$ cat config.mk
export PLATFORM = sky130hd
export DESIGN_NAME = scan_mux
export DESIGN_NICKNAME = d
export VERILOG_FILES = /design/src/rtl/scan_mux.sv
export SDC_FILE = /design/constraint.sdc
export NUM_CORES = 1
export LEC_CHECK = 0
export CAP_MARGIN = 20
export CORE_MARGIN = 5
export CORE_UTILIZATION = 39
export CTS_CLUSTER_DIAMETER = 200
export DETAILED_ROUTE_END_ITERATION = 10
export HOLD_SLACK_MARGIN = 0.12
export PLACE_DENSITY = 0.78
export REMOVE_ABC_BUFFERS = 1
export SLEW_MARGIN = 20
export SYNTH_ARGS = -nofsm -noshare
export SYNTH_HDL_FRONTEND = slang
export SYNTH_SLANG_ARGS = --single-unit
$ cat constraint.sdc
create_clock -name ck -period 1.95 [get_ports ck]
set_input_delay 0.39 -clock ck [delete_from_list [all_inputs] [get_ports ck]]
set_output_delay 0.39 -clock ck [all_outputs]
set_load 0.02 [all_outputs]
$ cat src/rtl/scan_mux.sv
// scan_mux: registered N-channel data multiplexer with automatic scan and
// manual select.
//
// state  | meaning
// IDLE   | en=0; sel/out/out_ch hold, dwell count cleared, valid=0, wrap=0
// SCAN   | en=1, mode=0; sel advances every DWELL cycles, cycling channels
// MANUAL | en=1, mode=1; sel loads sel_in when it names a real channel
//
// Parameters: NCH channels (2..16), DW data width, DWELL cycles per channel
// (1..256), SW select width.
// Ports:
//   ck      clock, rising edge
//   rst     asynchronous active-high reset
//   vdd     supply rail; every output high level follows it
//   en      block enable
//   mode    0 = automatic scan, 1 = manual select
//   sel_in  manual channel index
//   d       flattened channel data, channel k at d[k*DW +: DW]
//   mask    (SCAN_MUX_SKIP_EN only) channels taking part in the scan
//   out     data captured from channel sel on the previous enabled edge
//   out_ch  channel index out was captured from
//   sel     current channel pointer
//   valid   out/out_ch hold meaningful data
//   wrap    one-cycle pulse after the scan wraps around
// Build option: define SCAN_MUX_SKIP_EN to add mask and skip masked channels.
module scan_mux #(
  parameter int NCH   = 8,
  parameter int DW    = 8,
  parameter int DWELL = 4,
  parameter int SW    = $clog2(NCH)
) (
  input  logic              ck,
  input  logic              rst,
  input  logic              vdd,
  input  logic              en,
  input  logic              mode,
  input  logic [SW-1:0]     sel_in,
  input  logic [NCH*DW-1:0] d,
`ifdef SCAN_MUX_SKIP_EN
  input  logic [NCH-1:0]    mask,
`endif
  output logic [DW-1:0]     out,
  output logic [SW-1:0]     out_ch,
  output logic [SW-1:0]     sel,
  output logic              valid,
  output logic              wrap
);

  localparam int CW = (DWELL > 1) ? $clog2(DWELL) : 1;
  localparam logic [CW-1:0] CNT_LAST = CW'(DWELL - 1);
  localparam logic [SW:0]   NCH_X    = (SW + 1)'(NCH);

  typedef enum logic [1:0] {ST_IDLE, ST_SCAN, ST_MANUAL} state_t;

  state_t          st, st_nxt;
  logic [SW-1:0]   sel_q, sel_nxt, och_q, adv_ch;
  logic [CW-1:0]   cnt_q, cnt_nxt;
  logic [DW-1:0]   out_q, dsel;
  logic            ok_q, ok_nxt, wrap_q, wrap_nxt, adv_wrap, scan_hold;

  always_comb begin
    dsel = '0;
    for (int k = 0; k < NCH; k++) begin
      if (sel_q == SW'(k)) dsel = d[k*DW +: DW];
    end
  end

`ifdef SCAN_MUX_SKIP_EN
  logic [SW-1:0] first_any, first_after;
  logic          any_set, after_set;

  // Descending walk so the lowest qualifying channel is the one kept.
  always_comb begin
    first_any   = '0;
    first_after = '0;
    any_set     = 1'b0;
    after_set   = 1'b0;
    for (int k = NCH - 1; k >= 0; k--) begin
      if (mask[k]) begin
        any_set   = 1'b1;
        first_any = SW'(k);
        if (SW'(k) > sel_q) begin
          after_set   = 1'b1;
          first_after = SW'(k);
        end
      end
    end
    adv_ch    = after_set ? first_after : first_any;
    // No masked channel above sel means the new sel is <= the old one.
    adv_wrap  = any_set & ~after_set;
    scan_hold = ~any_set;
  end
`else
  always_comb begin
    adv_wrap  = (sel_q == SW'(NCH - 1));
    adv_ch    = adv_wrap ? '0 : sel_q + 1'b1;
    scan_hold = 1'b0;
  end
`endif

  // Edge behaviour follows the state being entered, so the first enabled
  // edge already counts dwell / loads sel_in.
  always_comb begin
    st_nxt   = ST_IDLE;
    sel_nxt  = sel_q;
    cnt_nxt  = '0;
    wrap_nxt = 1'b0;
    ok_nxt   = 1'b0;
    if (en) st_nxt = mode ? ST_MANUAL : ST_SCAN;
    case (st_nxt)
      ST_SCAN: begin
        ok_nxt = ~scan_hold;
        if (!scan_hold) begin
          if (cnt_q == CNT_LAST) begin
            sel_nxt  = adv_ch;
            wrap_nxt = adv_wrap;
          end else begin
            cnt_nxt = cnt_q + 1'b1;
          end
        end
      end
      ST_MANUAL: begin
        ok_nxt = 1'b1;
        if ({1'b0, sel_in} < NCH_X) sel_nxt = sel_in;
      end
      default: ;
    endcase
  end

  always_ff @(posedge ck or posedge rst) begin
    if (rst) begin
      st     <= ST_IDLE;
      sel_q  <= '0;
      cnt_q  <= '0;
      wrap_q <= 1'b0;
      ok_q   <= 1'b0;
      out_q  <= '0;
      och_q  <= '0;
    end else begin
      st     <= st_nxt;
      sel_q  <= sel_nxt;
      cnt_q  <= cnt_nxt;
      wrap_q <= wrap_nxt;
      ok_q   <= ok_nxt;
      if (en) begin
        out_q <= dsel;
        och_q <= sel_q;
      end
    end
  end

  assign out    = out_q & {DW{vdd}};
  assign out_ch = och_q & {SW{vdd}};
  assign sel    = sel_q & {SW{vdd}};
  assign valid  = vdd & (st != ST_IDLE) & ok_q;
  assign wrap   = vdd & wrap_q;

endmodule

==> results.sh, run 1 <==
export IMPL_status="finished clean"
export IMPL_clk_latency_ns=0.26
export IMPL_yosysTopAreaCell="dfrtp_1"
export IMPL_cts_max_path_buffers=2
export IMPL_io_buffers=87
export IMPL_dp_hpwl_mm=4.198
export IMPL_io_pins=88
export IMPL_final_cell_mix="clkdlybuf4s50_1 (71), a21oi_1 (20), dfrtp_1 (20), buf_4 (20), nand2_1 (19)"
export IMPL_synth_xor_area_share_pct=0
export IMPL_hold_depth=1
export IMPL_grt_usage_pct=19.33
export IMPL_rr_startpoint="sel_q[1]$_DFFE_PP0P_"
export IMPL_synth_top_cell_area_share_pct=30.89
export IMPL_area_growth_pct=69.03
export IMPL_cellLeakagePower_nw=1.185
export IMPL_final_common_cell="clkdlybuf4s50_1"
export IMPL_grt_pass1_vias=1769
export IMPL_synthCells=201
export IMPL_hold_path_endpoint="cnt_q[0]$_DFF_PP0_"
export IMPL_ff2ff_setup_slack_ns=0.11
export IMPL_first_iter_violations=118
export IMPL_cp_max_fo=16
export IMPL_synth_top_family_by_area="compound AO/OA/AOI/OAI gates"
export IMPL_vias=1848
export IMPL_antenna_found_initial=0
export IMPL_worst_slack_ns=0.05681
export IMPL_endpoint_kind="output pin"
export IMPL_syn_area_um2=1620
export IMPL_final_setup_viol_count=0
export IMPL_syn_area_per_cell_um2=8.061
export IMPL_hold_path_class="reg2reg"
export IMPL_power_density_nw_per_um2=622.4
export IMPL_reg2reg_depth=8
export IMPL_synth_edff_count=0
export IMPL_hp_start="cnt_q[0]$_DFF_PP0_"
export IMPL_postRouteAntennaNets=0
export IMPL_async_flop_share_pct=100.0
export IMPL_fp_dieW_um=74.46
export IMPL_cts_root_buffer="clkbuf_8"
export IMPL_drc=0
export IMPL_finalHoldViolCount=0
export IMPL_htree_levels=1
export IMPL_grt_overflow=0
export IMPL_wl_per_cell_um=15.48
export IMPL_drv_slew=0
export IMPL_ys_types=41
export IMPL_rr_endpoint="out_q[0]$_DFFE_PP0P_"
export IMPL_gp_congestion=0.8952
export IMPL_path_clk_slew_ns=0.07
export IMPL_synth_ff_type="dfrtp_1"
export IMPL_clock_sinks=20
export IMPL_final_nets=377
export IMPL_cts_buffers_inserted=3
export IMPL_tightest_slew_ns=0.3779
export IMPL_avgViaCountPerCell=5.326
export IMPL_cp_data_arrival_time_ns=1.50
export IMPL_total_power_mw=1.705
export IMPL_die_area_um2=5544
export IMPL_die_y_um=74.46
export IMPL_skew_ns=0.003603
export IMPL_slew_headroom_pct=74.54
export IMPL_num_rows=23
export IMPL_synth_fa_ha_area_share_pct=5.405
export IMPL_max_cap_viol_count=0
export IMPL_wl_mm=5.372
export IMPL_synthTopCellsByArea="dfrtp_1 (31%), and2_1 (6.6%), a21oi_1 (6.2%)"
export IMPL_synthMuxAreaShare_pct=3.475
export IMPL_grt_max_degree=26
export IMPL_dr_pass1_iters=4
export IMPL_post_place_ws_ns=-0.2232
export IMPL_vdd_drop_max_uv=578.5
export IMPL_yosysWarnings=0
export IMPL_period_share_pct=97.09
export IMPL_startpoint="vdd"
export IMPL_synth_compound_area_share_pct=28.65
export IMPL_synth_simple_area_share_pct=24.63
export IMPL_drive_above_1_share_pct=13.13
export IMPL_fin_util_pct=68.47
export IMPL_cts_tree="done"
export IMPL_tns_ns=0
export IMPL_synth_seq_cells=20
export IMPL_startpoint_type="primary input"
export IMPL_yosysSeqAreaShare_pct=30.89
export IMPL_fp_coreArea_um2=4000
export IMPL_grt_pass1_wl_mm=8.397
export IMPL_fmax_mhz=528.2
export IMPL_initial_core_util_pct=40.51
export IMPL_finalCriticalPeriod_ns=1.893
export IMPL_critPathRequiredTime_ns=1.56
export IMPL_diodes=0
export IMPL_rsz0062_at_grt="no"
export IMPL_path_class="in2out"
-- state kept, by name, summed over array words and instances, names as in the netlist --
signal,count
st,2
wrap_q,1
sel_q,3
och_q,3
out_q,8
cnt_q,2
ok_q,1
-- report_power, final --
group | switching, mW | internal, mW
clock | 0.141 | 0.274
combinational | 0.362 | 0.414
sequential | 0.0342 | 0.480
-- worst max-delay path by stage --
stage	end
3_3_place_gp	valid
4_1_cts	out_q[0]$_DFFE_PP0P_
5_1_grt	out_q[0]$_DFFE_PP0P_
2_1_floorplan	out_q[7]$_DFFE_PP0P_
3_5_place_dp	valid
6_report	valid
-- per-stage QoR --
stage | std cells | hold slack, ns | instance area, um2
floorplan | 185 | 0.3538 | 1545
finish | 347 | 0.4324 | 2739
global placement | 342 | 0.4232 | 2641
CTS | 346 | 0.4384 | 2693
global route | 347 | 0.4754 | 2739
detailed placement | 342 | 0.4280 | 2641
-- area by class of cell --
type,count,area (um2)
fillers,337,1261
repair buffers,108,1022
clock inverters,1,30.03
clock buffers,3,41.29
flip-flops and latches,20,500.5
inverters,10,37.54
multi-input cells,155,1045
well taps,50,62.56
-- logic make-up (layout without fill, tap and decap cells) --
group,after synthesis,count (layout)
simple gates,73,73
compound gates,70,70
flops,20,20
buf+inv,26,122
fa+ha+maj,7,7
mux,5,5
-- repair_timing --
action,4_1_cts,5_1_grt
setup buffers,0,1
setup endpoints to repair,16,7
gates resized for setup,16,10
hold buffers,0,0
-- worst max-delay path, cell delays in order --
cell             delay (ns)
clkdlybuf4s50_1        0.51
buf_12                 0.14
o211a_1                0.13
dlygate4sd2_1          0.33
-- synthesized netlist by cell type (2+ instances only) --
cell / instances
a21oi_1: 20
dfrtp_1: 20
nand2_1: 19
and2_1: 17
o21ai_0: 14
inv_1: 10
nor2_1: 8
nor2b_1: 8
ha_1: 7
buf_2: 6
clkbuf_1: 6
a211oi_1: 5
mux2_2: 5
nand3b_1: 4
o22ai_1: 4
a221oi_1: 3
a22o_1: 3
nand2b_1: 3
nor3b_1: 3
o211ai_1: 3
a2bb2oi_1: 2
a311oi_1: 2
a31oi_1: 2
a32o_1: 2
a41o_1: 2
and2b_1: 2
and3_1: 2
buf_1: 2
buf_4: 2
nand3_1: 2
nor4_1: 2
o221ai_1: 2
-- metal layers --
metal,up-vias,routed length (um),track usage (%)
met5,-,0,0
met4,0,50,2.964
met3,6,437,4.189
met2,59,2639,33.27
met1,862,2245,25.40
li1,921,-,-
Note: power is estimated with default switching activity, not from simulation.
==> run 2: changes to the inputs <==
--- a/config.mk
+++ b/config.mk
@@ -10,8 +10,9 @@
 export CORE_UTILIZATION = 39
 export CTS_CLUSTER_DIAMETER = 200
 export DETAILED_ROUTE_END_ITERATION = 10
-export HOLD_SLACK_MARGIN = 0.12
-export PLACE_DENSITY = 0.78
+export HOLD_SLACK_MARGIN = 0.1
+export PLACE_DENSITY = 0.8
+export RECOVER_POWER = 25
 export REMOVE_ABC_BUFFERS = 1
 export SLEW_MARGIN = 20
 export SYNTH_ARGS = -nofsm -noshare
==> run 2 against run 1 <==
First-iteration DRC count fell by 47%. Clock skew fell by 0.00065 ns. Global-route usage rose by 0.30 points. Core utilization rose by 0.19 points. Non-clock buffer count rose by 4. Die area did not move. Wire length rose by 1.4%. Total power fell by 5.0%. Maximum frequency fell by 0.74%. Clock power fell by 24%. Sequential power rose by 1%. Register-to-register slack got worse by 0.06 ns. Critical endpoint is now sel[0]. Largest cell class is now non-clock buffers. Largest power group unchanged. Highest routed layer unchanged.
==> results.sh, run 2 (synthesis gave the netlist of run 1 again) <==
export IMPL_finalHoldViolCount=0
export IMPL_postRouteAntennaNets=0
export IMPL_grt_pass1_vias=1832
export IMPL_num_rows=23
export IMPL_rsz0062_at_grt="yes"
export IMPL_first_iter_violations=62
export IMPL_final_setup_viol_count=0
export IMPL_largest_reg_flops=8
export IMPL_hold_path_class="reg2reg"
export IMPL_fp_dieW_um=74.46
export IMPL_cellLeakagePower_nw=1.198
export IMPL_antenna_found_initial=0
export IMPL_postPlaceCellArea_um2=2676
export IMPL_clock_sinks=20
export IMPL_cp_max_fo=16
export IMPL_fmax_mhz=524.3
export IMPL_hp_start="cnt_q[0]$_DFF_PP0_"
export IMPL_initial_core_util_pct=40.51
export IMPL_grt_usage_pct=19.63
export IMPL_vdd_drop_max_uv=657.1
export IMPL_grt_overflow=0
export IMPL_final_area_um2=2746
export IMPL_largest_register="out_q"
export IMPL_gp_congestion=0.8463
export IMPL_drv_slew=0
export IMPL_path_clk_slew_ns=0.07
export IMPL_avgViaCountPerCell=5.348
export IMPL_hold_path_endpoint="cnt_q[0]$_DFF_PP0_"
export IMPL_reg2reg_depth=8
export IMPL_fp_coreArea_um2=4000
export IMPL_slew_headroom_pct=30.09
export IMPL_finalCriticalPeriod_ns=1.907
export IMPL_area_growth_pct=69.50
export IMPL_clk_latency_ns=0.26
export IMPL_skew_ns=0.002951
export IMPL_hold_depth=1
export IMPL_dr_pass1_iters=4
export IMPL_final_nets=381
export IMPL_wl_mm=5.445
export IMPL_io_pins=88
export IMPL_rr_startpoint="sel_q[0]$_DFFE_PP0P_"
export IMPL_max_cap_viol_count=0
export IMPL_tns_ns=0
export IMPL_drive_above_1_share_pct=12.96
export IMPL_final_cell_mix="clkdlybuf4s50_1 (70), buf_4 (22), a21oi_1 (20)"
export IMPL_grt_pass1_wl_mm=8.473
export IMPL_io_buffers=87
export IMPL_power_density_nw_per_um2=589.9
export IMPL_startpoint_type="primary input"
export IMPL_largestRegisters="out_q (8), och_q (3), sel_q (3)"
export IMPL_period_share_pct=97.81
export IMPL_status="finished clean"
export IMPL_critPathRequiredTime_ns=1.56
export IMPL_path_class="in2out"
export IMPL_cts_buffers_inserted=3
export IMPL_grt_max_degree=22
export IMPL_wl_per_cell_um=15.51
export IMPL_drc=0
export IMPL_rr_endpoint="out_q[0]$_DFFE_PP0P_"
export IMPL_htree_levels=1
export IMPL_final_common_cell="clkdlybuf4s50_1"
export IMPL_tightest_slew_ns=1.049
export IMPL_dp_hpwl_mm=4.297
export IMPL_holdBufCountCts=0
export IMPL_cp_data_arrival_time_ns=1.52
export IMPL_diodes=0
export IMPL_vias=1877
export IMPL_ff2ff_setup_slack_ns=0.05
export IMPL_die_area_um2=5544
export IMPL_cts_tree="done"
export IMPL_die_y_um=74.46
export IMPL_cts_root_buffer="clkbuf_8"
export IMPL_endpoint_kind="output pin"
export IMPL_cts_max_path_buffers=2
## run 2: routing by layer
metal	GRT usage, %	routed length, um
met5	0	0
met4	3.360	58
met3	4.324	401
met2	34.44	2750
met1	25.02	2236
## run 2: what timing repair did
item | 4_1_cts | 5_1_grt
gates resized for setup | 17 | 6
setup buffers | 0 | 2
endpoints found under the setup margin | 17 | 7
## run 2: power breakdown
group          leakage, nW  switching, mW  total, mW  internal, mW
registers            0.246         0.0384      0.519         0.481
logic                0.923          0.358      0.785         0.427
clock network       0.0288          0.136      0.316         0.180
## run 2: worst max-delay path, cell delays in order
cell and delay (ns):
clkdlybuf4s50_1 0.51, buf_12 0.14, and2_1 0.14, dlygate4sd2_1 0.33
## run 2: worst max-delay path by stage
stage	end	slack [ns]	startpoint
after floorplan	out_q[7]$_DFFE_PP0P_	-0.03	sel_q[2]$_DFFE_PP0P_
after global placement	valid	-0.21	vdd
after detailed placement	sel[0]	-0.23	vdd
after CTS	out_q[0]$_DFFE_PP0P_	0.03	sel_q[0]$_DFFE_PP0P_
after global routing	out_q[6]$_DFFE_PP0P_	-0.06	sel_q[0]$_DFFE_PP0P_
final	sel[0]	0.04	vdd
## run 2: stage by stage
step | hold WS, ns | power [mW] | setup slack [ns] | util (%) | instances
finish | 0.4414 | 1.620 | 0.04266 | 68.66 | 351
global route | 0.4621 | 1.726 | -0.05937 | 68.66 | 351
CTS | 0.4431 | 1.611 | 0.02534 | 67.84 | 349
detailed placement | 0.4332 | 1.320 | -0.2299 | 66.91 | 345
global placement | 0.4214 | 1.300 | -0.2054 | 66.91 | 345
floorplan | 0.3538 | 0.9062 | -0.03129 | - | 185
## run 2: cell type report
class | count | area [um2]
flip-flops and latches | 20 | 501.7
fillers | 342 | 1254
well taps | 50 | 62.56
repair buffers | 112 | 1061
inverters | 10 | 37.54
multi-input cells | 155 | 1028
clock buffers | 4 | 55.05
==> run 3: changes to the inputs <==
--- a/config.mk
+++ b/config.mk
@@ -7,11 +7,10 @@
 export LEC_CHECK = 0
 export CAP_MARGIN = 20
 export CORE_MARGIN = 5
-export CORE_UTILIZATION = 39
-export CTS_CLUSTER_DIAMETER = 200
+export CORE_UTILIZATION = 40
 export DETAILED_ROUTE_END_ITERATION = 10
 export HOLD_SLACK_MARGIN = 0.1
-export PLACE_DENSITY = 0.8
+export PLACE_DENSITY = 0.82
 export RECOVER_POWER = 25
 export REMOVE_ABC_BUFFERS = 1
 export SLEW_MARGIN = 20
==> constraint.sdc (replaced) <==
create_clock -name ck -period 2.5 [get_ports ck]
set_input_delay 0.5 -clock ck [delete_from_list [all_inputs] [get_ports ck]]
set_output_delay 0.5 -clock ck [all_outputs]
set_load 0.02 [all_outputs]
==> run 3 against run 2 <==
Via count decreased by 3.9%. Hold slack improved by 0.0084 ns. Final area decreased by 3.7%. Largest cell class is now multi-input combinational cells. Largest power group unchanged.
==> results.sh, run 3 (synthesis gave the netlist of run 1 again) <==
export IMPL_status="finished clean"
export IMPL_slowest_delay_ns=0.63
export IMPL_wl_met3_um=415
export IMPL_setup_worst_path_end="out[4]"
export IMPL_drc=0
export IMPL_routed_top_layer="met4"
export IMPL_critical_path_top_delay_family="buffers and inverters"
export IMPL_drive_above_1_share_pct=7.612
export IMPL_final_nets=369
export IMPL_grt_max_degree=24
export IMPL_io_buffers=87
export IMPL_largest_reg_flops=8
export IMPL_htree_levels=1
export IMPL_cpMostUsedCell="clkdlybuf4s50_1"
export IMPL_io_pins=88
export IMPL_max_cap_viol_count=0
export IMPL_critPathRequiredTime_ns=2.00
export IMPL_crit_slowest_cell="clkdlybuf4s50_1"
export IMPL_startpoint="vdd"
export IMPL_area_growth_pct=63.17
export IMPL_hp_start="cnt_q[0]$_DFF_PP0_"
export IMPL_grt_pass1_wl_mm=8.238
export IMPL_diodes=0
export IMPL_period_share_pct=96.57
export IMPL_path_clk_slew_ns=0.07
export IMPL_power_frac_clock_pct=19.8
export IMPL_hold_path_class="reg2reg"
export IMPL_wl_per_cell_um=15.47
export IMPL_final_cell_mix="clkdlybuf4s50_1 (85), a21oi_1 (20), dfrtp_1 (20)"
export IMPL_antenna_found_initial=0
export IMPL_path_depth=4
export IMPL_cp_max_fo=16
export IMPL_hold_depth=1
export IMPL_worst_slack_ns=0.08586
export IMPL_tightest_slew_ns=0.7975
export IMPL_tns_ns=0
export IMPL_final_setup_viol_count=0
export IMPL_initial_core_util_pct=40.80
export IMPL_worst_path_buf_inv=3
export IMPL_p_sw_uw=401.2
export IMPL_seq_area_um2=500.5
export IMPL_cts_max_path_buffers=2
export IMPL_drt_met1_wl_mm=2.235
export IMPL_cts_tree="done"
export IMPL_fmax_mhz=414.2
export IMPL_seq_power_share_pct=32.5
export IMPL_fp_coreArea_um2=3971
export IMPL_rsz0062_at_grt="no"
export IMPL_internal_power_uw=832.8
export IMPL_wl_mm=5.244
export IMPL_startpoint_type="primary input"
export IMPL_multi_input_area_um2=1007
export IMPL_power_density_nw_per_um2=466.8
export IMPL_skew_ns=0.003909
export IMPL_grt_pass1_vias=1772
export IMPL_finalCriticalPeriod_ns=2.414
export IMPL_die_y_um=73.65
export IMPL_num_rows=23
export IMPL_critical_path_cell_chain="clkdlybuf4s50_1 > buf_12 > and2_1 > clkdlybuf4s50_1"
export IMPL_rr_startpoint="sel_q[0]$_DFFE_PP0P_"
export IMPL_path_class="in2out"
export IMPL_rr_endpoint="out_q[6]$_DFFE_PP0P_"
export IMPL_drv_slew=0
export IMPL_gp_congestion=0.8502
export IMPL_reg2reg_depth=7
export IMPL_die_area_um2=5424
export IMPL_cts_buffers_inserted=3
export IMPL_largest_register="out_q"
export IMPL_clk_latency_ns=0.26
export IMPL_vdd_drop_max_uv=470.3
export IMPL_post_place_ws_ns=0.09677
export IMPL_grt_usage_pct=19.36
export IMPL_clock_sinks=20
export IMPL_endpoint_kind="output pin"
export IMPL_p_sw_share_pct=32.51
export IMPL_avgViaCountPerCell=5.322
export IMPL_comb_power_share_pct=47.7
export IMPL_grt_overflow=0
export IMPL_first_iter_violations=103
export IMPL_largestRegisters="out_q (8), och_q (3), sel_q (3)"
export IMPL_cp_data_arrival_time_ns=1.91
export IMPL_dp_hpwl_mm=4.149
export IMPL_holdBufCountCts=0
export IMPL_finalHoldViolCount=0
export IMPL_cts_root_buffer="clkbuf_8"
export IMPL_vias=1804
export IMPL_dr_pass1_iters=4
export IMPL_ff2ff_setup_slack_ns=0.39
export IMPL_cellLeakagePower_nw=1.086
export IMPL_slew_headroom_pct=46.84
export IMPL_met2WireLength_mm=2.487
export IMPL_postRouteAntennaNets=0
export IMPL_final_common_cell="clkdlybuf4s50_1"
export IMPL_cts_resized=0
export IMPL_fp_dieW_um=73.65
export IMPL_nFillCells=335
export IMPL_post_cts_buffers=0
## run 3: changes by cell type in the layout (fill, tap and decap cells not counted), moves of 3 or more
| cell | change |
|---|---|
| ha_1 | +3 |
| buf_4 | -10 |
| dlygate4sd2_1 | -15 |
| ha_2 | -3 |
| clkdlybuf4s50_1 | +15 |
## run 3: per-layer routing
layer	global-route usage, %	vias to the layer above
li1	-	906
met1	25.45	832
met4	4.829	0
met3	5.198	10
met5	0	-
met2	31.50	56
## run 3: cell type report
type / count / share of cell area [%]
clock buffers: 4 / 2.082
repair buffers: 100 / 37.10
flip-flops and latches: 20 / 18.93
multi-input cells: 155 / 38.10
inverters: 10 / 1.420
well taps: 50 / 2.366
## run 3: worst min path at each step
| stage | to | slack (ns) |
|---|---|---|
| 2_1_floorplan | cnt_q[0]$_DFF_PP0_ | 0.41 |
| 3_3_place_gp | cnt_q[0]$_DFF_PP0_ | 0.42 |
| 3_5_place_dp | cnt_q[0]$_DFF_PP0_ | 0.44 |
| 4_1_cts | cnt_q[0]$_DFF_PP0_ | 0.45 |
| 5_1_grt | cnt_q[0]$_DFF_PP0_ | 0.47 |
| 6_report | cnt_q[0]$_DFF_PP0_ | 0.45 |
## run 3: worst register-to-register path: cells and delay by family, from the launching register on
kind | cells | cell delay [ns]
AND/OR/NAND/NOR | 1 | 0.14
AO/OA/AOI/OAI | 3 | 0.41
adder cells (fa/ha/maj) | 1 | 0.68
buffers and inverters | 2 | 0.36
flip-flops | 1 | 0.41
## run 3: metrics by stage
step                power (mW)  area [um2]  hold WS (ns)  utilization [%]  cells
global placement        0.9880        2589        0.4233            65.19    335
finish                   1.234        2644        0.4497            66.57    339
detailed placement      0.9966        2589        0.4429            65.19    335
floorplan               0.7068        1545        0.4139                -    185
CTS                      1.245        2644        0.4532            66.57    339
global route             1.317        2644        0.4667            66.57    339
## run 3: power by group through the flow
stage | Clock (mW) | Combinational (mW) | Sequential (mW)
2_1_floorplan | 0 | 0.299 | 0.408
6_report | 0.244 | 0.588 | 0.402
5_1_grt | 0.263 | 0.646 | 0.408
3_5_place_dp | 0 | 0.589 | 0.408
4_1_cts | 0.253 | 0.591 | 0.402
3_3_place_gp | 0 | 0.580 | 0.408
